===== src/rtl/ddr4_mem_tester.sv =====
// rtl/ddr4_mem_tester.sv - Avalon-MM write/readback pattern tester for the DDR4-C EMIF
module ddr4_mem_tester #(
  parameter int          ADDR_WIDTH      = 27,
  parameter int          DATA_WIDTH      = 512,
  parameter int          NUM_WORDS       = 1024,
  parameter int          MAX_OUTSTANDING = 32,
  parameter logic [31:0] SEED            = 32'hA5A5_0000
) (
  input  logic                      clk,
  input  logic                      reset_n,
  input  logic                      cal_success,
  input  logic                      cal_fail,
  input  logic                      start,
  output logic [ADDR_WIDTH-1:0]     amm_address,
  output logic                      amm_read,
  output logic                      amm_write,
  output logic [DATA_WIDTH-1:0]     amm_writedata,
  output logic [DATA_WIDTH/8-1:0]   amm_byteenable,
  output logic [6:0]                amm_burstcount,
  input  logic                      amm_waitrequest,
  input  logic [DATA_WIDTH-1:0]     amm_readdata,
  input  logic                      amm_readdatavalid,
  output logic                      done,
  output logic                      pass,
  output logic [15:0]               err_count,
  output logic [ADDR_WIDTH-1:0]     first_err_addr,
  output logic [3:0]                led
);

  localparam int                  LANES   = DATA_WIDTH / 32;
  // Counters are one bit wider than the address so they can hold NUM_WORDS itself.
  localparam logic [ADDR_WIDTH:0] LP_NUM  = (ADDR_WIDTH+1)'(NUM_WORDS);
  localparam logic [ADDR_WIDTH:0] LP_LAST = (ADDR_WIDTH+1)'(NUM_WORDS - 1);
  localparam logic [ADDR_WIDTH:0] LP_ONE  = (ADDR_WIDTH+1)'(1);
  localparam logic [7:0]          LP_MAX  = 8'(MAX_OUTSTANDING);

  typedef enum logic [2:0] {
    ST_IDLE,
    ST_WRITE,
    ST_READ,
    ST_DRAIN,
    ST_PASS,
    ST_FAIL
  } state_t;

  // Address-derived word: lane i = ((addr << 4) + i) ^ SEED, lane 0 in the low bits.
  function automatic logic [DATA_WIDTH-1:0] f_pattern(input logic [ADDR_WIDTH-1:0] i_addr);
    logic [31:0]           base;
    logic [DATA_WIDTH-1:0] word;
    base = 32'(i_addr) << 4;
    word = '0;
    for (int i = 0; i < LANES; i++) begin
      word[i*32 +: 32] = (base + 32'(i)) ^ SEED;
    end
    return word;
  endfunction

  state_t                r_state;
  logic [ADDR_WIDTH:0]   r_wr_addr;
  logic [ADDR_WIDTH:0]   r_rd_addr;
  logic [ADDR_WIDTH:0]   r_cmp_addr;
  logic [7:0]            r_outstanding;
  logic [15:0]           r_err_count;
  logic [ADDR_WIDTH-1:0] r_first_err;
  logic [ADDR_WIDTH-1:0] r_amm_address;
  logic                  r_amm_read;
  logic                  r_amm_write;
  logic [DATA_WIDTH-1:0] r_amm_wdata;
  logic                  r_done;
  logic                  r_pass;
  logic [2:0]            r_led_hi;
  logic                  r_cal_q;

  state_t                w_state_n;
  logic [ADDR_WIDTH:0]   w_wr_addr_n;
  logic [ADDR_WIDTH:0]   w_rd_addr_n;
  logic [ADDR_WIDTH:0]   w_cmp_addr_n;
  logic [7:0]            w_out_n;
  logic [15:0]           w_err_n;
  logic [ADDR_WIDTH-1:0] w_first_n;
  logic [ADDR_WIDTH-1:0] w_addr_n;
  logic                  w_read_n;
  logic                  w_write_n;
  logic [DATA_WIDTH-1:0] w_wdata_n;
  logic                  w_start_run;
  logic                  w_finish;

  logic                  w_wr_acc;
  logic                  w_rd_acc;
  logic                  w_rsp;
  logic                  w_rsp_dec;
  logic [DATA_WIDTH-1:0] w_exp_data;
  logic                  w_mismatch;

  assign w_wr_acc   = r_amm_write & ~amm_waitrequest;
  assign w_rd_acc   = r_amm_read & ~amm_waitrequest;
  // Responses only count while a readback is in progress; stray strobes in PASS/FAIL are ignored.
  assign w_rsp      = amm_readdatavalid & ((r_state == ST_READ) | (r_state == ST_DRAIN));
  assign w_rsp_dec  = w_rsp & (r_outstanding != 8'd0);
  assign w_exp_data = f_pattern(r_cmp_addr[ADDR_WIDTH-1:0]);
  assign w_mismatch = w_rsp & (amm_readdata != w_exp_data);

  // Next-state and next-value logic for the sequencer, counters and Avalon command.
  always_comb begin
    w_state_n    = r_state;
    w_wr_addr_n  = r_wr_addr;
    w_rd_addr_n  = r_rd_addr;
    w_cmp_addr_n = r_cmp_addr;
    w_out_n      = r_outstanding;
    w_err_n      = r_err_count;
    w_first_n    = r_first_err;
    w_addr_n     = r_amm_address;
    w_read_n     = r_amm_read;
    w_write_n    = r_amm_write;
    w_wdata_n    = r_amm_wdata;
    w_start_run  = 1'b0;
    w_finish     = 1'b0;

    if (w_rd_acc) begin
      w_rd_addr_n = r_rd_addr + LP_ONE;
    end

    if (w_rd_acc && !w_rsp_dec) begin
      w_out_n = r_outstanding + 8'd1;
    end else if (!w_rd_acc && w_rsp_dec) begin
      w_out_n = r_outstanding - 8'd1;
    end

    if (w_rsp) begin
      w_cmp_addr_n = r_cmp_addr + LP_ONE;
      if (w_mismatch) begin
        if (r_err_count != 16'hFFFF) begin
          w_err_n = r_err_count + 16'd1;
        end
        if (r_err_count == 16'd0) begin
          w_first_n = r_cmp_addr[ADDR_WIDTH-1:0];
        end
      end
    end

    w_finish = (w_rd_addr_n == LP_NUM) && (w_out_n == 8'd0) && (w_cmp_addr_n == LP_NUM);

    case (r_state)
      ST_IDLE: begin
        if (cal_fail) begin
          w_state_n = ST_FAIL;
        end else if (cal_success) begin
          w_start_run = 1'b1;
        end
      end
      ST_WRITE: begin
        if (w_wr_acc) begin
          if (r_wr_addr == LP_LAST) begin
            w_state_n = ST_READ;
            w_write_n = 1'b0;
            w_read_n  = 1'b1;
            w_addr_n  = '0;
          end else begin
            w_wr_addr_n = r_wr_addr + LP_ONE;
            w_addr_n    = w_wr_addr_n[ADDR_WIDTH-1:0];
            w_wdata_n   = f_pattern(w_wr_addr_n[ADDR_WIDTH-1:0]);
          end
        end
      end
      ST_READ, ST_DRAIN: begin
        // A stalled read holds its command; otherwise issue the next one if the window allows.
        if ((r_state == ST_READ) && !(r_amm_read && amm_waitrequest)) begin
          w_read_n = (w_rd_addr_n < LP_NUM) && (w_out_n < LP_MAX);
          w_addr_n = w_rd_addr_n[ADDR_WIDTH-1:0];
        end
        if ((r_state == ST_READ) && (w_rd_addr_n == LP_NUM)) begin
          w_state_n = ST_DRAIN;
        end
        if (w_finish) begin
          w_read_n  = 1'b0;
          w_state_n = (w_err_n == 16'd0) ? ST_PASS : ST_FAIL;
        end
      end
      ST_PASS, ST_FAIL: begin
        if (start) begin
          w_start_run = 1'b1;
        end
      end
      default: begin
        w_state_n = ST_IDLE;
      end
    endcase

    if (w_start_run) begin
      w_state_n    = ST_WRITE;
      w_wr_addr_n  = '0;
      w_rd_addr_n  = '0;
      w_cmp_addr_n = '0;
      w_out_n      = 8'd0;
      w_err_n      = 16'd0;
      w_first_n    = '0;
      w_write_n    = 1'b1;
      w_read_n     = 1'b0;
      w_addr_n     = '0;
      w_wdata_n    = f_pattern('0);
    end
  end

  // State, counter and output registers; status flags are derived from the state being entered.
  always_ff @(posedge clk or negedge reset_n) begin
    if (!reset_n) begin
      r_state       <= ST_IDLE;
      r_wr_addr     <= '0;
      r_rd_addr     <= '0;
      r_cmp_addr    <= '0;
      r_outstanding <= 8'd0;
      r_err_count   <= 16'd0;
      r_first_err   <= '0;
      r_amm_address <= '0;
      r_amm_read    <= 1'b0;
      r_amm_write   <= 1'b0;
      r_amm_wdata   <= '0;
      r_done        <= 1'b0;
      r_pass        <= 1'b0;
      r_led_hi      <= 3'b000;
      r_cal_q       <= 1'b0;
    end else begin
      r_state       <= w_state_n;
      r_wr_addr     <= w_wr_addr_n;
      r_rd_addr     <= w_rd_addr_n;
      r_cmp_addr    <= w_cmp_addr_n;
      r_outstanding <= w_out_n;
      r_err_count   <= w_err_n;
      r_first_err   <= w_first_n;
      r_amm_address <= w_addr_n;
      r_amm_read    <= w_read_n;
      r_amm_write   <= w_write_n;
      r_amm_wdata   <= w_wdata_n;
      r_done        <= (w_state_n == ST_PASS) || (w_state_n == ST_FAIL);
      r_pass        <= (w_state_n == ST_PASS);
      r_led_hi      <= {(w_state_n == ST_FAIL), (w_state_n == ST_PASS),
                        (w_state_n == ST_WRITE) || (w_state_n == ST_READ) || (w_state_n == ST_DRAIN)};
      r_cal_q       <= cal_success;
    end
  end

  assign amm_address    = r_amm_address;
  assign amm_read       = r_amm_read;
  assign amm_write      = r_amm_write;
  assign amm_writedata  = r_amm_wdata;
  assign amm_byteenable = '1;
  assign amm_burstcount = 7'd1;
  assign done           = r_done;
  assign pass           = r_pass;
  assign err_count      = r_err_count;
  assign first_err_addr = r_first_err;
  assign led            = {r_led_hi, r_cal_q};

endmodule


===== config.mk =====
export PLATFORM = sky130hd
export DESIGN_NAME = ddr4_mem_tester
export DESIGN_NICKNAME = d
export VERILOG_FILES = /design/src/rtl/ddr4_mem_tester.sv
export SDC_FILE = /design/constraint.sdc
export NUM_CORES = 1
export LEC_CHECK = 0
export CAP_MARGIN = 25
export CORE_AREA = 2 2 456 458
export DETAILED_ROUTE_END_ITERATION = 7
export DIE_AREA = 0 0 458 460
export GPL_TIMING_DRIVEN = 0
export HOLD_SLACK_MARGIN = 0.05
export PLACE_DENSITY = 0.3
export SLEW_MARGIN = 20
export SYNTH_ARGS = -nofsm -noshare
export SYNTH_HDL_FRONTEND = slang
export SYNTH_SLANG_ARGS = --single-unit
export TNS_END_PERCENT = 10

===== constraint.sdc =====
create_clock -name clk -period 4.2 [get_ports clk]
set_input_delay 1.05 -clock clk [delete_from_list [all_inputs] [get_ports clk]]
set_output_delay 1.05 -clock clk [all_outputs]
set_load 0.005 [all_outputs]

==> flow_summary.json <==
{
  "status": "complete, but fails checks",
  "violations": "setup timing",
  "setup_viol": 3,
  "hold_path.class": "input pin to async pin",
  "cts_hold_buffers": 0,
  "critPathArrivalTime_ns": 4.64,
  "slew_headroom_pct": 31.7,
  "grt_pass1_vias": 19500,
  "cp-start-kind": "input pin",
  "die_h_um": 460,
  "crit_chain": "clkdlybuf4s50_1 > o2111ai_4 > nor4_4 > nand4_1 > nor4_4 > buf_6 > and3_4 > buf_6 > nor4b_4 > or2_4 > a2111oi_4 > a31oi_2 > and2_1",
  "cts_root_buffer": "clkbuf_16",
  "cpMaxStageDelayCell": "clkdlybuf4s50_1",
  "cts_buffers": 17,
  "port_buffers": 1076,
  "antenna_found_initial": 75,
  "routabilityCongestion": 0.887,
  "dp_hpwl_mm": 125,
  "grtUsageTotal_pct": 13.2,
  "drc": 0,
  "syn_area_per_cell_um2": 7.97,
  "nets": 4114,
  "grt_pass1_wl_mm": 186,
  "design.core.area_um2": 206000,
  "ys_seq_area_share_pct": 24.0,
  "grt_max_degree": 76,
  "min_period_over_period_pct": 101,
  "io_pins": 1180,
  "cts.sinks": 180,
  "clk_pin_slew_ns": 0.08,
  "initial_utilization_pct": 9.13,
  "post-place-ws_ns": -2.00,
  "ys_async_sr_fraction_pct": 100,
  "die-area_um2": 211000,
  "wl_mm": 147,
  "clock_latency_ns": 0.50,
  "ir_worst_vdd_uv": 321,
  "tritoncts": "yes",
  "timing.max_cap.violations": 0,
  "drt_iter0_markers": 1292,
  "final-hold-violation-count": 0,
  "reg2regPathDepth": 14,
  "syn_to_final_growth_pct": 89.1,
  "rsz0062_at_grt": "true",
  "clockBufferDepth": 2,
  "r2r_start": "r_cmp_addr[3]",
  "fmaxAchievable_mhz": 236,
  "critPathKind": "input pin to flop",
  "htreeDepth": 4,
  "max_stage_delay_ns": 0.62,
  "cp_max_fo": 5,
  "tightestPinTransition_ns": 1.01,
  "synth_flop_cell": "dfrtp_1",
  "setup_slack_ns": -0.0461,
  "vias": 20800,
  "postRouteAntennaNets": 0,
  "ys_types": 74,
  "finClkSkew_ns": 0.0281,
  "ys.warnings.count": 0,
  "rows": 167,
  "regToRegSetupSlack_ns": 0.01,
  "fin_util_pct": 17.3,
  "num-fill-cells": 23300,
  "leakage_nw": 14.6,
  "power_density_nw_per_um2": 189,
  "die_w_um": 458,
  "finalNonFillerCells": 6326,
  "synthCells": 2358,
  "layout_common_cells": "983 x clkdlybuf4s50_1, 613 x buf_4, 210 x xnor2_1, 169 x nand2_1, 168 x nor2_1",
  "dp_cells": 6250,
  "crit_required_ns": 4.60,
  "synth-seq-cells": 180,
  "drt-wirelength-per-cell_um": 23.3,
  "drive_above_1_share_pct": 24.2,
  "fin_crit_ns": 4.25,
  "netlist_area_um2": 18800,
  "grt_overflow": 0,
  "avgViaCountPerCell": 3.29,
  "rr_endpoint": "r_led_hi[2]",
  "synth_edf_count": 0,
  "critPathCaptureType": "flop",
  "p_total_mw": 6.73,
  "maxSlewViolCount": 0,
  "final_common_cell": "clkdlybuf4s50_1",
  "drtPass1Iterations": 5
}
## cells in the mapped netlist (all sizes together), types with 15 or more instances
library cell  number  area share [%]
nand4             86             2.9
nand2            171             3.4
and3              80             2.7
a21oi             37            0.98
nand3             61             1.6
and2              26            0.87
inv               17            0.34
clkbuf            81             1.6
buf              612              24
xnor2            219              10
mux2i             15            0.80
xor2             121             5.6
o22ai             33             1.1
nor3              69             1.8
nor2             173             3.5
nor4              54             1.9
and4              18            0.84
o21ai             83             2.2
dfrtp            180              24
## final cells by class
type / count / area [um2] / share of cell area (%)
repair buffers: 1113 / 11100 / 31.3
plain buffers: 689 / 5100 / 14.3
well taps: 2704 / 3380 / 9.51
multi-input cells: 1569 / 10700 / 30.1
clock inverters: 13 / 149 / 0.419
clock buffers: 19 / 433 / 1.22
flip-flops and latches: 180 / 4550 / 12.8
diodes: 22 / 55.1 / 0.155
inverters: 17 / 63.8 / 0.179
## registers in the layout (all words and copies together), names as in the netlist
name,cells
r_cmp_addr,28
r_rd_addr,28
r_wr_addr,28
amm_address,27
first_err_addr,27
err_count,16
amm_writedata,8
r_outstanding,8
r_led_hi,3
r_state,3
amm_read,1
amm_write,1
done,1
r_cal_q,1
## cells by family (layout without fill, tap and decap cells)
logic type / count (synthesis) / after routing / synth area share, %
flip-flops: 180 / 180 / 24.0
other: 2 / 125 / 0.0399
AO/OA/AOI/OAI: 247 / 247 / 8.47
AND/OR/NAND/NOR: 853 / 853 / 24.2
buffers and inverters: 710 / 1851 / 25.9
adder cells (fa/ha/maj): 9 / 9 / 0.586
XOR/XNOR: 340 / 340 / 15.8
multiplexers: 17 / 17 / 0.978
## critical path, delay by kind of cell
family / cells / cell delay, ns
and+or+nand+nor: 7 / 1.92
buffers and inverters: 3 / 0.93
AOI/OAI and AO/OA: 3 / 0.71
## per-layer routing
metal	GRT usage [%]	routed length (um)	share of wire, %
met5	0	236	0.16
met4	3.79	2960	2.0
met3	2.89	8950	6.1
met2	23.2	74900	51
met1	15.9	60200	41
## through the flow
step           TNS [ns]  hold WS (ns)  instance area [um2]
5_1_grt          -0.418         0.450                35500
2_1_floorplan         0         0.473                19200
6_report         -0.116         0.454                35600
3_3_place_gp   -1454.55         0.473                33300
4_1_cts         -0.0209         0.429                35100
3_5_place_dp    -104.48         0.476                33600
## where the power goes
group          total, mW  internal (mW)  switching, mW
clock network       1.73          0.888          0.847
registers           2.13           1.90          0.231
logic               2.87           1.36           1.51
total               6.73           4.15           2.59
## worst max-delay path by stage
stage | startpoint | end | slack, ns | depth (start not counted)
2_1_floorplan | amm_readdata[25] | r_led_hi[2] | 0.37 | 12
3_3_place_gp | reset_n | r_wr_addr[0] | -7.23 | 1
3_5_place_dp | amm_readdata[96] | r_led_hi[2] | -2.00 | 13
4_1_cts | amm_readdata[216] | r_led_hi[2] | -0.02 | 14
5_1_grt | r_cmp_addr[26] | r_led_hi[2] | -0.12 | 15
6_report | amm_readdata[223] | r_led_hi[2] | -0.05 | 13
## repair_timing
action / CTS / global route
gates cloned: 1 / 0
resized for setup: 308 / 106
setup buffers: 16 / 7
setup endpoints to repair: 98 / 65
hold endpoints to repair: 0 / 0
pin swaps: 57 / 43
Power figures use the tool's default switching activity.
